--- config.mk ---
export PLATFORM = sky130hd
export DESIGN_NAME = hdc_seq_ctrl
export DESIGN_NICKNAME = d
export VERILOG_FILES = /design/src/rtl/hdc_seq_ctrl.sv
export SDC_FILE = /design/constraint.sdc
export NUM_CORES = 1
export LEC_CHECK = 0
export ABC_CLOCK_PERIOD_IN_PS = 2400
export BUFFER_PORTS_ARGS = -buffer_cell sky130_fd_sc_hd__buf_2
export CELL_PAD_IN_SITES_DETAIL_PLACEMENT = 0
export CELL_PAD_IN_SITES_GLOBAL_PLACEMENT = 2
export CORE_MARGIN = 2
export CORE_UTILIZATION = 31
export CTS_CLUSTER_DIAMETER = 30
export DETAILED_ROUTE_END_ITERATION = 7
export GPL_TIMING_DRIVEN = 0
export PLACE_DENSITY_LB_ADDON = 0.1
export SETUP_SLACK_MARGIN = 0.02
export SYNTH_ARGS = -nofsm -noshare
export SYNTH_HDL_FRONTEND = slang
export SYNTH_SLANG_ARGS = --single-unit
export TNS_END_PERCENT = 30
--- constraint.sdc ---
create_clock -name clk -period 2.4 [get_ports clk]
set_clock_uncertainty 0.1 [all_clocks]
set_input_delay 0.12 -clock clk [delete_from_list [all_inputs] [get_ports clk]]
set_output_delay 0.12 -clock clk [all_outputs]
set_load 0.05 [all_outputs]
--- src/rtl/hdc_seq_ctrl.sv ---
// hdc_seq_ctrl: owns the gen_class HDC classifier. Trains it on the first
// NUM_TRAIN accepted samples of a run, then streams inference launches and
// returns one predicted label per accepted sample, with a seizure alarm
// after ALARM_COUNT consecutive seizure predictions.
//
// state  | meaning
// -------+-------------------------------------------------------------
// IDLE   | waiting for start; alarm from the previous run is held
// TRAIN  | accepting labelled samples, launching gen_class training
// SWITCH | one-cycle bubble so the last training update settles
// INFER  | accepting samples, launching gen_class inference
// DRAIN  | no new samples; waiting for in-flight predictions to return
module hdc_seq_ctrl #(
  parameter int DIMENSIONS   = 5,
  parameter int NUM_TRAIN    = 3,
  parameter int PRED_LATENCY = 1,
  parameter int ALARM_COUNT  = 2
) (
  input  logic                           clk,
  input  logic                           nrst,
  input  logic                           start,
  input  logic                           stop,
  input  logic                           in_valid,
  output logic                           in_ready,
  input  logic [DIMENSIONS-1:0]          in_hv,
  input  logic                           in_label,
  output logic                           gc_op,
  output logic                           gc_trained_label,
  output logic [DIMENSIONS-1:0]          gc_in_hv,
  input  logic                           gc_predicted_label,
  output logic                           out_valid,
  output logic                           out_label,
  output logic                           alarm,
  output logic [$clog2(NUM_TRAIN+1)-1:0] train_count,
  output logic                           busy,
  output logic                           done
);

  localparam int TC_W  = $clog2(NUM_TRAIN + 1);
  localparam int RUN_W = $clog2(ALARM_COUNT + 1);

  localparam logic [TC_W-1:0]  TRAIN_LAST = TC_W'(NUM_TRAIN - 1);
  localparam logic [RUN_W-1:0] ALARM_MAX  = RUN_W'(ALARM_COUNT);

  localparam logic [2:0] S_IDLE   = 3'd0;
  localparam logic [2:0] S_TRAIN  = 3'd1;
  localparam logic [2:0] S_SWITCH = 3'd2;
  localparam logic [2:0] S_INFER  = 3'd3;
  localparam logic [2:0] S_DRAIN  = 3'd4;

  logic [2:0]              state;
  logic [2:0]              state_nxt;
  logic                    accept;
  logic                    launch_inf;
  logic                    start_run;
  logic [PRED_LATENCY-1:0] vld_pipe;
  logic                    pending;
  logic                    pred_fire;
  logic [RUN_W-1:0]        run_cnt;
  logic [RUN_W-1:0]        run_nxt;

  assign in_ready   = (state == S_TRAIN) || (state == S_INFER);
  assign busy       = (state != S_IDLE);
  assign accept     = in_valid && in_ready;
  assign launch_inf = accept && (state == S_INFER);
  assign start_run  = (state == S_IDLE) && start;
  // Only inference launches occupy the prediction pipeline, so DRAIN
  // never waits on training traffic.
  assign pending    = |vld_pipe;
  assign pred_fire  = vld_pipe[PRED_LATENCY-1];

  // Next-state decode; stop wins over the TRAIN->SWITCH transition.
  always_comb begin
    state_nxt = state;
    case (state)
      S_IDLE:   if (start) state_nxt = S_TRAIN;
      S_TRAIN: begin
        if (stop)                                   state_nxt = S_DRAIN;
        else if (accept && train_count == TRAIN_LAST) state_nxt = S_SWITCH;
      end
      S_SWITCH: state_nxt = stop ? S_DRAIN : S_INFER;
      S_INFER:  if (stop) state_nxt = S_DRAIN;
      S_DRAIN:  if (!pending) state_nxt = S_IDLE;
      default:  state_nxt = S_IDLE;
    endcase
  end

  // State register and one-cycle done pulse on the DRAIN exit edge.
  always_ff @(posedge clk or negedge nrst) begin
    if (!nrst) begin
      state <= S_IDLE;
      done  <= 1'b0;
    end else begin
      state <= state_nxt;
      done  <= (state == S_DRAIN) && !pending;
    end
  end

  // Training sample counter, cleared at the start of each run.
  always_ff @(posedge clk or negedge nrst) begin
    if (!nrst) begin
      train_count <= '0;
    end else if (start_run) begin
      train_count <= '0;
    end else if (accept && (state == S_TRAIN)) begin
      train_count <= train_count + TC_W'(1);
    end
  end

  // Launch registers; idle cycles park gen_class in inference with a zero
  // vector so its class memories only move on training launches.
  always_ff @(posedge clk or negedge nrst) begin
    if (!nrst) begin
      gc_op            <= 1'b1;
      gc_in_hv         <= '0;
      gc_trained_label <= 1'b0;
    end else if (accept) begin
      gc_op            <= (state == S_INFER);
      gc_in_hv         <= in_hv;
      gc_trained_label <= (state == S_TRAIN) ? in_label : 1'b0;
    end else begin
      gc_op            <= 1'b1;
      gc_in_hv         <= '0;
      gc_trained_label <= 1'b0;
    end
  end

  // Valid shift register tracking inference launches until their label returns.
  always_ff @(posedge clk or negedge nrst) begin
    if (!nrst) begin
      vld_pipe <= '0;
    end else begin
      vld_pipe[0] <= launch_inf;
      for (int i = 1; i < PRED_LATENCY; i++) begin
        vld_pipe[i] <= vld_pipe[i-1];
      end
    end
  end

  // Saturating run length of consecutive seizure predictions.
  always_comb begin
    run_nxt = '0;
    if (gc_predicted_label) begin
      run_nxt = (run_cnt == ALARM_MAX) ? run_cnt : run_cnt + RUN_W'(1);
    end
  end

  // Prediction strobe, label capture and alarm; alarm persists until the next start.
  always_ff @(posedge clk or negedge nrst) begin
    if (!nrst) begin
      out_valid <= 1'b0;
      out_label <= 1'b0;
      run_cnt   <= '0;
      alarm     <= 1'b0;
    end else begin
      out_valid <= pred_fire;
      out_label <= pred_fire & gc_predicted_label;
      if (pred_fire) begin
        run_cnt <= run_nxt;
        alarm   <= (run_nxt == ALARM_MAX);
      end else if (start_run) begin
        run_cnt <= '0;
        alarm   <= 1'b0;
      end
    end
  end

endmodule

==> results.rst, run 1 <==
.. list-table::
   :header-rows: 1

   * - Metric
     - Value
   * - Commonest non-fill, non-tap cells in the layout
     - 26 x buf_2, 18 x dfrtp_1, 9 x dlygate4sd3_1
   * - Worst slew margin
     - 0.725
   * - Placement Rows
     - 17
   * - Antenna diode count
     - 0
   * - # setup viols final
     - 0
   * - Run status
     - completed
   * - Post-synthesis instance total
     - slightly above 60
   * - Die outline width
     - about 53 um
   * - GR Util met1
     - 0.160
   * - Worst setup path endpoint
     - in_ready
   * - M2 GR Usage
     - 0.173
   * - Hold path startpoint
     - in_valid
   * - Cell area after layout
     - 1030 um2
   * - Std-Cell Core Area
     - 2250 um2
   * - Post-route DRC
     - 0
   * - Clock tree from TritonCTS
     - yes
   * - Nets
     - about 120
   * - Layout Utilization
     - 0.458
   * - Synth Warn #
     - 0
   * - Count of different cell masters after synthesis
     - 25
   * - Critical path type
     - register to output port
   * - Proportion of layout cells with a drive suffix above 1
     - 0.330
   * - Max Fanout on Critical Path
     - 8
   * - Area of placed instances
     - 915 um2
   * - Number of filler instances in the final layout
     - roughly 230
   * - Crit Reg-Reg Endpoint
     - alarm
   * - Number of nets with antenna violations after routing
     - 0
   * - Vias after detailed routing
     - between 500 and 600
   * - Net count of the mapped netlist
     - 75
   * - CTS Sinks
     - 19
   * - Setup repair after global routing missed its margin
     - no
   * - Mapped Area
     - 749 um2
   * - Effective utilization at floorplan
     - 0.332
   * - Number of maximum-capacitance violations
     - 0
   * - Busiest metal layer after global routing
     - met2
   * - Share of async-settable or async-resettable flops after synthesis
     - 1.00
   * - Worst setup path startpoint
     - state[0]
   * - Die outline area
     - ~2800 um2
   * - Final critical delay including setup and external delays
     - ~1.8 ns
   * - Number of enable-type register cells in the synthesized netlist
     - 0
   * - Resized Gates After CTS
     - 0
   * - Global-route wire length before repair
     - 2350 um
   * - Grt ovf
     - 0
   * - Detailed placement HPWL
     - ~960 um
   * - Number of levels in the clock H-tree
     - 1
   * - Final Slew Violations
     - 0
   * - Worst reg2reg path depth
     - 3
   * - Post-synthesis area per instance
     - 12.3 um2
   * - Number of DRC markers after the initial detailed-route iteration
     - 8
   * - Setup_tns
     - 0 ns
   * - Worst skew pair latency
     - approximately 0.29 ns
   * - Height of the die
     - around 53 um
   * - Required time of the worst setup path
     - around 2.2 ns
   * - Number of clock buffers inserted by TritonCTS
     - 3
   * - Max VDD drop
     - around 0.00054 V
   * - Hold Vio Cnt, Final
     - 0
   * - Type of the worst min-delay path
     - primary input to register
   * - Post-route fraction of the period consumed by the critical path
     - 0.741
   * - Clock Tree Buf Depth
     - 2
   * - Total power after layout
     - 0.00102 W
   * - Via density
     - 4.65
   * - Arrival time at the worst endpoint
     - around 1.6 ns
   * - Clock transition at the registers of the reported paths
     - roughly 0.11 ns
   * - Footprint of the multi-input gates
     - approximately 250 um2
   * - Leading cell type in the layout, fill and taps excluded
     - buf_2
   * - Number of I/O pins
     - 27
   * - Pin count of the biggest net entering global routing
     - 20
   * - Number of synthesized register bits
     - 19
   * - Register-to-Register Setup Slack
     - 0.98 ns
   * - Synth-to-layout area growth
     - 37.7%
   * - Met3 usage in global routing
     - 0.0650
   * - Total wirelength of the detailed-routed design
     - ~1400 um
   * - Achievable Freq
     - 562 MHz
   * - PortBufs
     - 26
   * - Most used flip-flop cell after synthesis
     - dfrtp_1
   * - WL/cell
     - 11.2 um
   * - Critical path startpoint category
     - register
   * - Number of setup buffers added after CTS
     - 0
   * - Leakage power summed over all cells
     - between 0.5 and 0.6 nW
   * - Setup crit end kind
     - output port
   * - Antenna violations before repair
     - 0
   * - Cell area power density
     - 992 nW/um2
   * - Detailed-routing iteration count for the pre-antenna-repair pass
     - 4
   * - Area taken by flip-flops and latches
     - ~480 um2
   * - Sequential area share after synthesis
     - 0.636
   * - Global-route usage over all layers
     - 0.119
   * - Clock Tree Root
     - clkbuf_4
   * - Vias in the first global route
     - about 520
   * - Placer congestion estimate
     - 0.683
   * - Worst reg2reg startpoint
     - state[0]
   * - Pin slew with the least headroom to its limit
     - around 0.41 ns
## metrics by stage
step	worst slack, ns	hold slack (ns)	instances
2_1_floorplan	0.654	-0.276	61
3_3_place_gp	0.979	-0.0204	115
5_1_grt	0.491	0.0468	128
3_5_place_dp	0.951	-0.0146	115
4_1_cts	0.605	0.0384	128
6_report	0.622	0.0495	128
## routing by layer
| metal | up-vias | wire length (um) |
|---|---|---|
| li1 | 291 | - |
| met1 | 281 | 662 |
| met2 | 21 | 658 |
| met3 | 2 | 103 |
| met4 | 0 | 10 |
| met5 | - | 0 |
## kinds of logic (layout without fill, tap and decap cells)
group           count (synthesis)  in the layout  share of synthesized area
simple gates                   26             26                      0.229
compound gates                  8              8                     0.0651
xor+xnor                        1              1                     0.0117
flops                          19             19                      0.636
fa+ha+maj                       2              2                     0.0334
buf+inv                         5             44                     0.0250
## synth_stat cells (2+ instances only)
cell type	number	area, um2
dfrtp_1	18	450
and3_1	6	37.5
inv_1	5	18.8
nand2_1	4	15.0
nor2_1	3	11.3
o31ai_1	3	22.5
a21oi_1	2	10.0
ha_1	2	25.0
nand3_1	2	10.0
## critical path, stage by stage, from the launching register on
cell,delay [ns]
dfrtp_1,0.53
nor2b_1,0.39
buf_2,0.34
## power breakdown
group | internal (W) | total [W] | leakage, nW | switching, W
combinational | 0.000125 | 0.000441 | 0.273 | 0.000316
clock | 0.0000620 | 0.000160 | 0.0177 | 0.0000981
sequential | 0.000376 | 0.000424 | 0.256 | 0.0000478
## flip-flops by register name, summed over array words and instances, names as in the netlist
| name | flops |
|---|---|
| alarm | 1 |
| out_label | 1 |
| train_count | 2 |
| gc_in_hv | 5 |
| done | 1 |
| pending | 1 |
| gc_op | 1 |
| state | 3 |
| run_cnt | 2 |
| out_valid | 1 |
| gc_trained_label | 1 |
## worst min-delay path by stage
stage / endpoint / slack [ns] / cells past startpoint
3_5_place_dp: out_label / -0.01 / 1
3_3_place_gp: out_label / -0.02 / 1
2_1_floorplan: alarm / -0.28 / 0
6_report: gc_op / 0.05 / 2
5_1_grt: gc_op / 0.05 / 2
4_1_cts: gc_op / 0.04 / 2
## layout make-up
type	count	share of cell area
clock buffer	3	0.0218
inverter	5	0.0182
multi-input combinational	37	0.246
clock inverter	1	0.00485
tap	28	0.0339
timing repair buffer	35	0.213
sequential	19	0.462
## what timing repair did
action                                  4_1_cts  5_1_grt
endpoints found under the hold margin        30        0
endpoints found under the setup margin        0        0
hold buffers                                  9        0
No activity file was read; power rests on OpenSTA's default activity.
==> run 2: changes to the inputs <==
Settings changed: ABC_CLOCK_PERIOD_IN_PS 2400 to 1720, CORE_UTILIZATION 31 to 29.
Clock period 2.4 ns to 1.72 ns, I/O delays scaled along.
==> run 2 against run 1 <==
Against the previous run: register-to-register slack got worse by 0.66 ns; setup slack got worse by 0.49 ns; critical path type unchanged; clock power up 37%.
==> results.rst, run 2 (synthesis gave the netlist of run 1 again) <==
.. list-table::
   :header-rows: 1

   * - Metric
     - Value
   * - Run status
     - completed
   * - Cell area power density
     - 1380 nW/um2 (+39%)
   * - Final worst setup slack
     - 0.127 ns (-0.494 ns)
   * - Placer congestion estimate
     - 0.695 (+1.7%)
   * - Arrival time at the worst endpoint
     - 1.41 ns (-0.15 ns)
   * - Max VDD drop
     - 0.000618 V (+15%)
   * - Final-layout worst hold slack
     - 0.0138 ns (-0.0358 ns)
   * - Global-route usage over all layers
     - 0.109 (-0.0102)
   * - Setup repair after global routing missed its margin
     - no
   * - Hold Vio Cnt, Final
     - 0 (unchanged)
   * - Number of filler instances in the final layout
     - 255 (+9.0%)
   * - Post-route DRC
     - 0 (unchanged)
   * - # setup viols final
     - 0 (unchanged)
   * - Clock Tree Buf Depth
     - 2 (unchanged)
   * - Final Slew Violations
     - 0 (unchanged)
   * - Delay of the slowest cell on the worst path
     - 0.46 ns (-0.07 ns)
   * - Required time of the worst setup path
     - 1.53 ns (-0.65 ns)
   * - Achievable Freq
     - approximately 630 MHz
   * - Leakage power summed over all cells
     - 0.543 nW (-0.56%)
   * - Setup crit end kind
     - output port
   * - GR Util met1
     - 0.149 (-0.0103)
   * - Worst reg2reg startpoint
     - state[1]
   * - CTS Sinks
     - 19 (unchanged)
   * - Placement Rows
     - 18 (+1)
   * - Clock transition at the registers of the reported paths
     - 0.10 ns (about the same)
   * - Clock Tree Root
     - clkbuf_4
   * - Worst reg2reg path depth
     - 3 (unchanged)
   * - Series of cell instances along the critical path
     - or3_1 -> buf_2
   * - Most flops, register
     - gc_in_hv
   * - Post-route fraction of the period consumed by the critical path
     - 0.926
   * - Largest register FFs
     - 5 (unchanged)
   * - Area taken by flip-flops and latches
     - 478 um2 (+0.26%)
   * - Max Fanout on Critical Path
     - 8 (unchanged)
   * - Worst skew pair latency
     - 0.29 ns (about the same)
   * - Count of non-filler cells in the finished layout
     - 130 (+1.6%)
   * - Number of maximum-capacitance violations
     - 0 (unchanged)
   * - Vias after detailed routing
     - 573 (-3.7%)
   * - Hold path startpoint
     - in_valid
   * - Grt ovf
     - 0 (unchanged)
   * - Height of the die
     - 54.8 um (+3.1%)
   * - Critical path type
     - register to output port
   * - Registers with the most flip-flops
     - gc_in_hv: 5 flops, state: 3 flops
   * - Number of levels in the clock H-tree
     - 1 (unchanged)
   * - Proportion of layout cells with a drive suffix above 1
     - 0.340 (+0.0100)
   * - Number of setup buffers added after CTS
     - 0 (unchanged)
   * - Global-route wire length before repair
     - 2170 um (-7.9%)
   * - Cell type of the slowest stage on the worst timing path
     - dfrtp_1
   * - Setup_tns
     - 0 ns (unchanged)
   * - Leading cell type in the layout, fill and taps excluded
     - buf_2
   * - Footprint of the multi-input gates
     - 256 um2 (+0.99%)
   * - WL/cell
     - 11.2 um (about the same)
   * - Commonest non-fill, non-tap cells in the layout
     - 26 x buf_2, 17 x dfrtp_1, 9 x dlygate4sd3_1
   * - M2 GR Usage
     - 0.143 (-0.0301)
   * - Final critical delay including setup and external delays
     - between 1.5 and 2 ns
   * - Detailed-routing iteration count for the pre-antenna-repair pass
     - 4 (unchanged)
   * - Synth-to-layout area growth
     - 38.4%
   * - Pin slew with the least headroom to its limit
     - 0.417 ns (+0.00412 ns)
   * - Type of the worst min-delay path
     - primary input to register
   * - Number of nets with antenna violations after routing
     - 0 (unchanged)
   * - Nets
     - 115 (unchanged)
   * - Clock tree from TritonCTS
     - yes
   * - Via density
     - 4.41 (-5.2%)
   * - Detailed placement HPWL
     - 1040 um (+8.8%)
   * - Crit Reg-Reg Endpoint
     - alarm
   * - Antenna violations before repair
     - 0 (unchanged)
   * - Register-to-Register Setup Slack
     - 0.32 ns (-0.66 ns)
   * - Die outline area
     - 3010 um2 (+6.4%)
   * - Std-Cell Core Area
     - 2450 um2 (+8.9%)
   * - Hold Path Depth
     - 2 (unchanged)
   * - Worst slew margin
     - 0.722 (-0.00274)
   * - Number of clock buffers inserted by TritonCTS
     - 3 (unchanged)
   * - Critical path startpoint category
     - register
   * - Met3 usage in global routing
     - 0.0164 (-0.0486)
   * - Total wirelength of the detailed-routed design
     - 1460 um (+1.6%)
   * - Endpoint of the worst hold-timing path
     - gc_op
   * - Pre-CTS setup slack
     - 0.304 ns (-0.647 ns)
   * - Pin count of the biggest net entering global routing
     - 20 (unchanged)
   * - Vias in the first global route
     - 480 (-7.0%)
   * - Busiest metal layer after global routing
     - met1
   * - PortBufs
     - 26 (unchanged)
   * - Number of I/O pins
     - 27 (unchanged)
   * - Cell count after placement
     - 117 (+1.7%)
   * - Die outline width
     - 54.8 um (+3.1%)
   * - Antenna diode count
     - 0 (unchanged)
   * - Effective utilization at floorplan
     - 0.305 (-0.0271)
   * - Number of DRC markers after the initial detailed-route iteration
     - 5 (-3)
[run 2: cell count changes in the layout (fill, tap and decap cells not counted), sizes merged]
cell,previous run,this run
clkbuf,3,4
clkinv,1,0
[run 2: where the power goes]
group	switching (W)	internal, W	total [W]
Sequential	0.0000656	0.000527	0.000593
Combinational	0.000441	0.000178	0.000619
Clock	0.000129	0.0000901	0.000219
[run 2: timing repair]
action / CTS / global route
setup endpoints to repair: 0 / 1
resized for setup: 0 / 1
hold endpoints to repair: 31 / 0
hold buffers: 9 / 0
[run 2: worst max-delay path, delay by kind of cell, from the launching register on]
family | cells | cell delay, ns
buffers and inverters | 1 | 0.23
flip-flops | 1 | 0.46
AND/OR/NAND/NOR | 1 | 0.43
[run 2: final cells by class]
type	instances	area share
clock buffer	4	0.0253
inverter	5	0.0181
multi-input combinational	37	0.247
sequential	19	0.461
tap	30	0.0362
timing repair buffer	35	0.212
[run 2: worst max path at each step]
stage              from         end  slack [ns]  cells after the start
4_1_cts        state[0]    in_ready        0.07                      2
2_1_floorplan  state[0]  run_cnt[0]        0.16                      3
6_report       state[1]        busy        0.13                      2
5_1_grt        state[1]        busy        0.07                      2
3_3_place_gp   state[0]       alarm        0.31                      3
3_5_place_dp   state[0]       alarm        0.30                      3
[run 2: through the flow]
step                      power (W)  area (um2)  utilization
after floorplan             0.00106         752            -
after global placement      0.00121         920        0.375
after detailed placement    0.00121         920        0.375
after CTS                   0.00146        1040        0.422
after global routing        0.00152        1040        0.423
final                       0.00143        1040        0.423
[run 2: layer usage]
| metal | share of wire | wire length (um) |
|---|---|---|
| met1 | 0.46 | 671 |
| met2 | 0.47 | 686 |
| met3 | 0.049 | 72 |
| met4 | 0.019 | 27 |
| met5 | 0 | 0 |
==> run 3: changes to the inputs <==
--- a/config.mk
+++ b/config.mk
@@ -15,4 +15,5 @@
 export DETAILED_ROUTE_END_ITERATION = 7
 export GPL_TIMING_DRIVEN = 0
+export MAX_ROUTING_LAYER = met4
 export PLACE_DENSITY_LB_ADDON = 0.1
 export SETUP_SLACK_MARGIN = 0.02
==> constraint.sdc (replaced) <==
create_clock -name clk -period 1.72 [get_ports clk]
set_clock_uncertainty 0.1 [all_clocks]
set_input_delay 0.258 -clock clk [delete_from_list [all_inputs] [get_ports clk]]
set_output_delay 0.258 -clock clk [all_outputs]
set_load 0.05 [all_outputs]
==> run 3 against run 2 <==
Against the previous run: critical path depth unchanged; first-iteration DRC count increased by 20%; core utilization decreased by 0.87 points; cell count decreased by 1.5%; register-to-register slack got worse by 0.10 ns; clock-buffer cell count unchanged; global-route usage increased by 0.60 points; clock power about the same; die area unchanged; highest routed layer unchanged.
==> results.rst, run 3 (synthesis gave the netlist of run 1 again) <==
.. list-table::
   :header-rows: 1

   * - Metric
     - Value
   * - Run status
     - completed
   * - Proportion of layout cells with a drive suffix above 1
     - 0.439 (+0.0988)
   * - Hold Vio Cnt, Final
     - 0 (unchanged)
   * - Via density
     - 4.48 (+1.6%)
   * - Setup crit end kind
     - output port
   * - Synth-to-layout area growth
     - 35.6%
   * - Clock tree from TritonCTS
     - yes
   * - Cell area after layout
     - 1020 um2 (-2.1%)
   * - Required time of the worst setup path
     - 1.36 ns (-0.17 ns)
   * - Leakage power summed over all cells
     - 0.539 nW (-0.67%)
   * - Delay of the slowest cell on the worst path
     - 0.45 ns (about the same)
   * - Placer congestion estimate
     - 0.702 (+1.1%)
   * - Number of maximum-capacitance violations
     - 0 (unchanged)
   * - Global-route usage over all layers
     - 0.115 (+0.00604)
   * - Detailed-routing iteration count for the pre-antenna-repair pass
     - 3 (-1)
   * - Number of levels in the clock H-tree
     - 1 (unchanged)
   * - Die outline width
     - 54.8 um (unchanged)
   * - Cell area power density
     - 1500 nW/um2 (+9.1%)
   * - Cell count after placement
     - 117 (unchanged)
   * - Critical path type
     - register to output port
   * - Final Slew Violations
     - 0 (unchanged)
   * - Effective utilization at floorplan
     - 0.305 (unchanged)
   * - Series of cell instances along the critical path
     - or3_4 -> buf_6
   * - PortBufs
     - 26 (unchanged)
   * - Pin slew with the least headroom to its limit
     - 0.421 ns (+0.00436 ns)
   * - CTS Sinks
     - 19 (unchanged)
   * - Clock Tree Root
     - clkbuf_4
   * - Count of non-filler cells in the finished layout
     - 128 (-1.5%)
   * - Cell type of the slowest stage on the worst timing path
     - dfrtp_2
   * - Antenna diode count
     - 0 (unchanged)
   * - Area of placed instances
     - 920 um2 (unchanged)
   * - Clock Tree Buf Depth
     - 2 (unchanged)
   * - Clock transition at the registers of the reported paths
     - 0.11 ns (about the same)
   * - Pin count of the biggest net entering global routing
     - 20 (unchanged)
   * - Arrival time at the worst endpoint
     - 1.29 ns (-0.12 ns)
   * - Std-Cell Core Area
     - 2450 um2 (unchanged)
   * - Type of the worst min-delay path
     - primary input to register
   * - Leading cell type in the layout, fill and taps excluded
     - buf_2
   * - Largest register FFs
     - 5 (unchanged)
   * - Post-route DRC
     - 0 (unchanged)
   * - Antenna violations before repair
     - 0 (unchanged)
   * - Worst slew margin
     - 0.719 (-0.00291)
   * - Vias in the first global route
     - 506 (+5.4%)
   * - Grt ovf
     - 0 (unchanged)
   * - Setup_tns
     - 0 ns (unchanged)
   * - Global-route wire length before repair
     - 2210 um (+2.2%)
   * - Vias after detailed routing
     - 573 (unchanged)
   * - Number of DRC markers after the initial detailed-route iteration
     - 6 (+1)
   * - Nets
     - 113 (-1.7%)
   * - Post-route fraction of the period consumed by the critical path
     - 0.957 (+0.0314)
   * - Number of nets with antenna violations after routing
     - 0 (unchanged)
   * - Most flops, register
     - gc_in_hv
   * - Detailed placement HPWL
     - 1040 um (unchanged)
   * - Final critical delay including setup and external delays
     - 1.65 ns (+0.0540 ns)
   * - Height of the die
     - 54.8 um (unchanged)
   * - Layout Utilization
     - 0.414 (-0.00867)
   * - Buffer and inverter count on the worst path
     - 1 (unchanged)
   * - Registers with the most flip-flops
     - gc_in_hv: 5 flops, state: 3 flops
   * - WL/cell
     - 11.5 um (+2.6%)
   * - Placement Rows
     - 18 (unchanged)
   * - Top cell family by delay on the critical path
     - flip-flops
   * - Worst skew pair latency
     - 0.29 ns (about the same)
   * - Die outline area
     - 3010 um2 (unchanged)
   * - Commonest non-fill, non-tap cells in the layout
     - 25 x buf_2, 15 x dfrtp_1, 6 x and3_1, 6 x buf_4, 5 x inv_1
   * - Max Fanout on Critical Path
     - 5 (-3)
   * - Total wirelength of the detailed-routed design
     - 1470 um (+1.0%)
   * - Max VDD drop
     - 0.000638 V (+3.1%)
   * - # setup viols final
     - 0 (unchanged)
   * - Final-layout worst hold slack
     - 0.0429 ns (+0.0291 ns)
   * - Achievable Freq
     - 607 MHz (-3.3%)
   * - Critical path startpoint category
     - register
   * - Number of clock buffers inserted by TritonCTS
     - 3 (unchanged)
   * - Number of I/O pins
     - 27 (unchanged)
   * - Setup repair after global routing missed its margin
     - yes
[run 3: cell count changes in the layout (fill, tap and decap cells not counted), moves of 2 or more]
cell / delta
buf_4: +6
dlygate4sd3_1: -8
dfrtp_2: +2
dfrtp_1: -2
[run 3: path summary, 6_finish.rpt]
kind	start	end	slack, ns	cells after the start
max	state[0]	busy	0.07	2
min	stop	state[1]	0.04	2
max reg2reg	state[0]	alarm	0.22	4
min reg2reg	alarm	alarm	0.43	2
max in group asynchronous	nrst	gc_op	0.87	2
min in group asynchronous	nrst	out_label	0.32	2
[run 3: timing repair]
item                                    CTS  global route
pin swaps                                 0             0
resized for setup                         5             1
endpoints found under the hold margin    18             0
buffers inserted                          6             0
endpoints found under the setup margin    2             2
hold buffers                              1             0
[run 3: cell type report]
class                      instances  area (um2)
fill                             261        1440
tap                               30        37.5
sequential                        19         480
inverter                           5        18.8
multi-input combinational         37         262
clock buffer                       4        26.3
timing repair buffer              33         191
[run 3: metal layers]
| layer | GRT usage | share of wire |
|---|---|---|
| met4 | 0.100 | 0.018 |
| met3 | 0.0164 | 0.054 |
| met5 | - | 0 |
| met1 | 0.141 | 0.45 |
| met2 | 0.163 | 0.48 |
[run 3: power breakdown]
group          switching [W]  leakage, nW  internal (W)
combinational       0.000479        0.273      0.000255
sequential         0.0000433        0.252      0.000529
clock               0.000131       0.0150     0.0000901
[run 3: stage by stage]
stage | setup slack [ns] | power (W)
after floorplan | 0.156 | 0.00106
after global routing | 0.00277 | 0.00162
final | 0.0732 | 0.00153
after CTS | 0.0265 | 0.00154
after global placement | 0.242 | 0.00121
after detailed placement | 0.239 | 0.00121
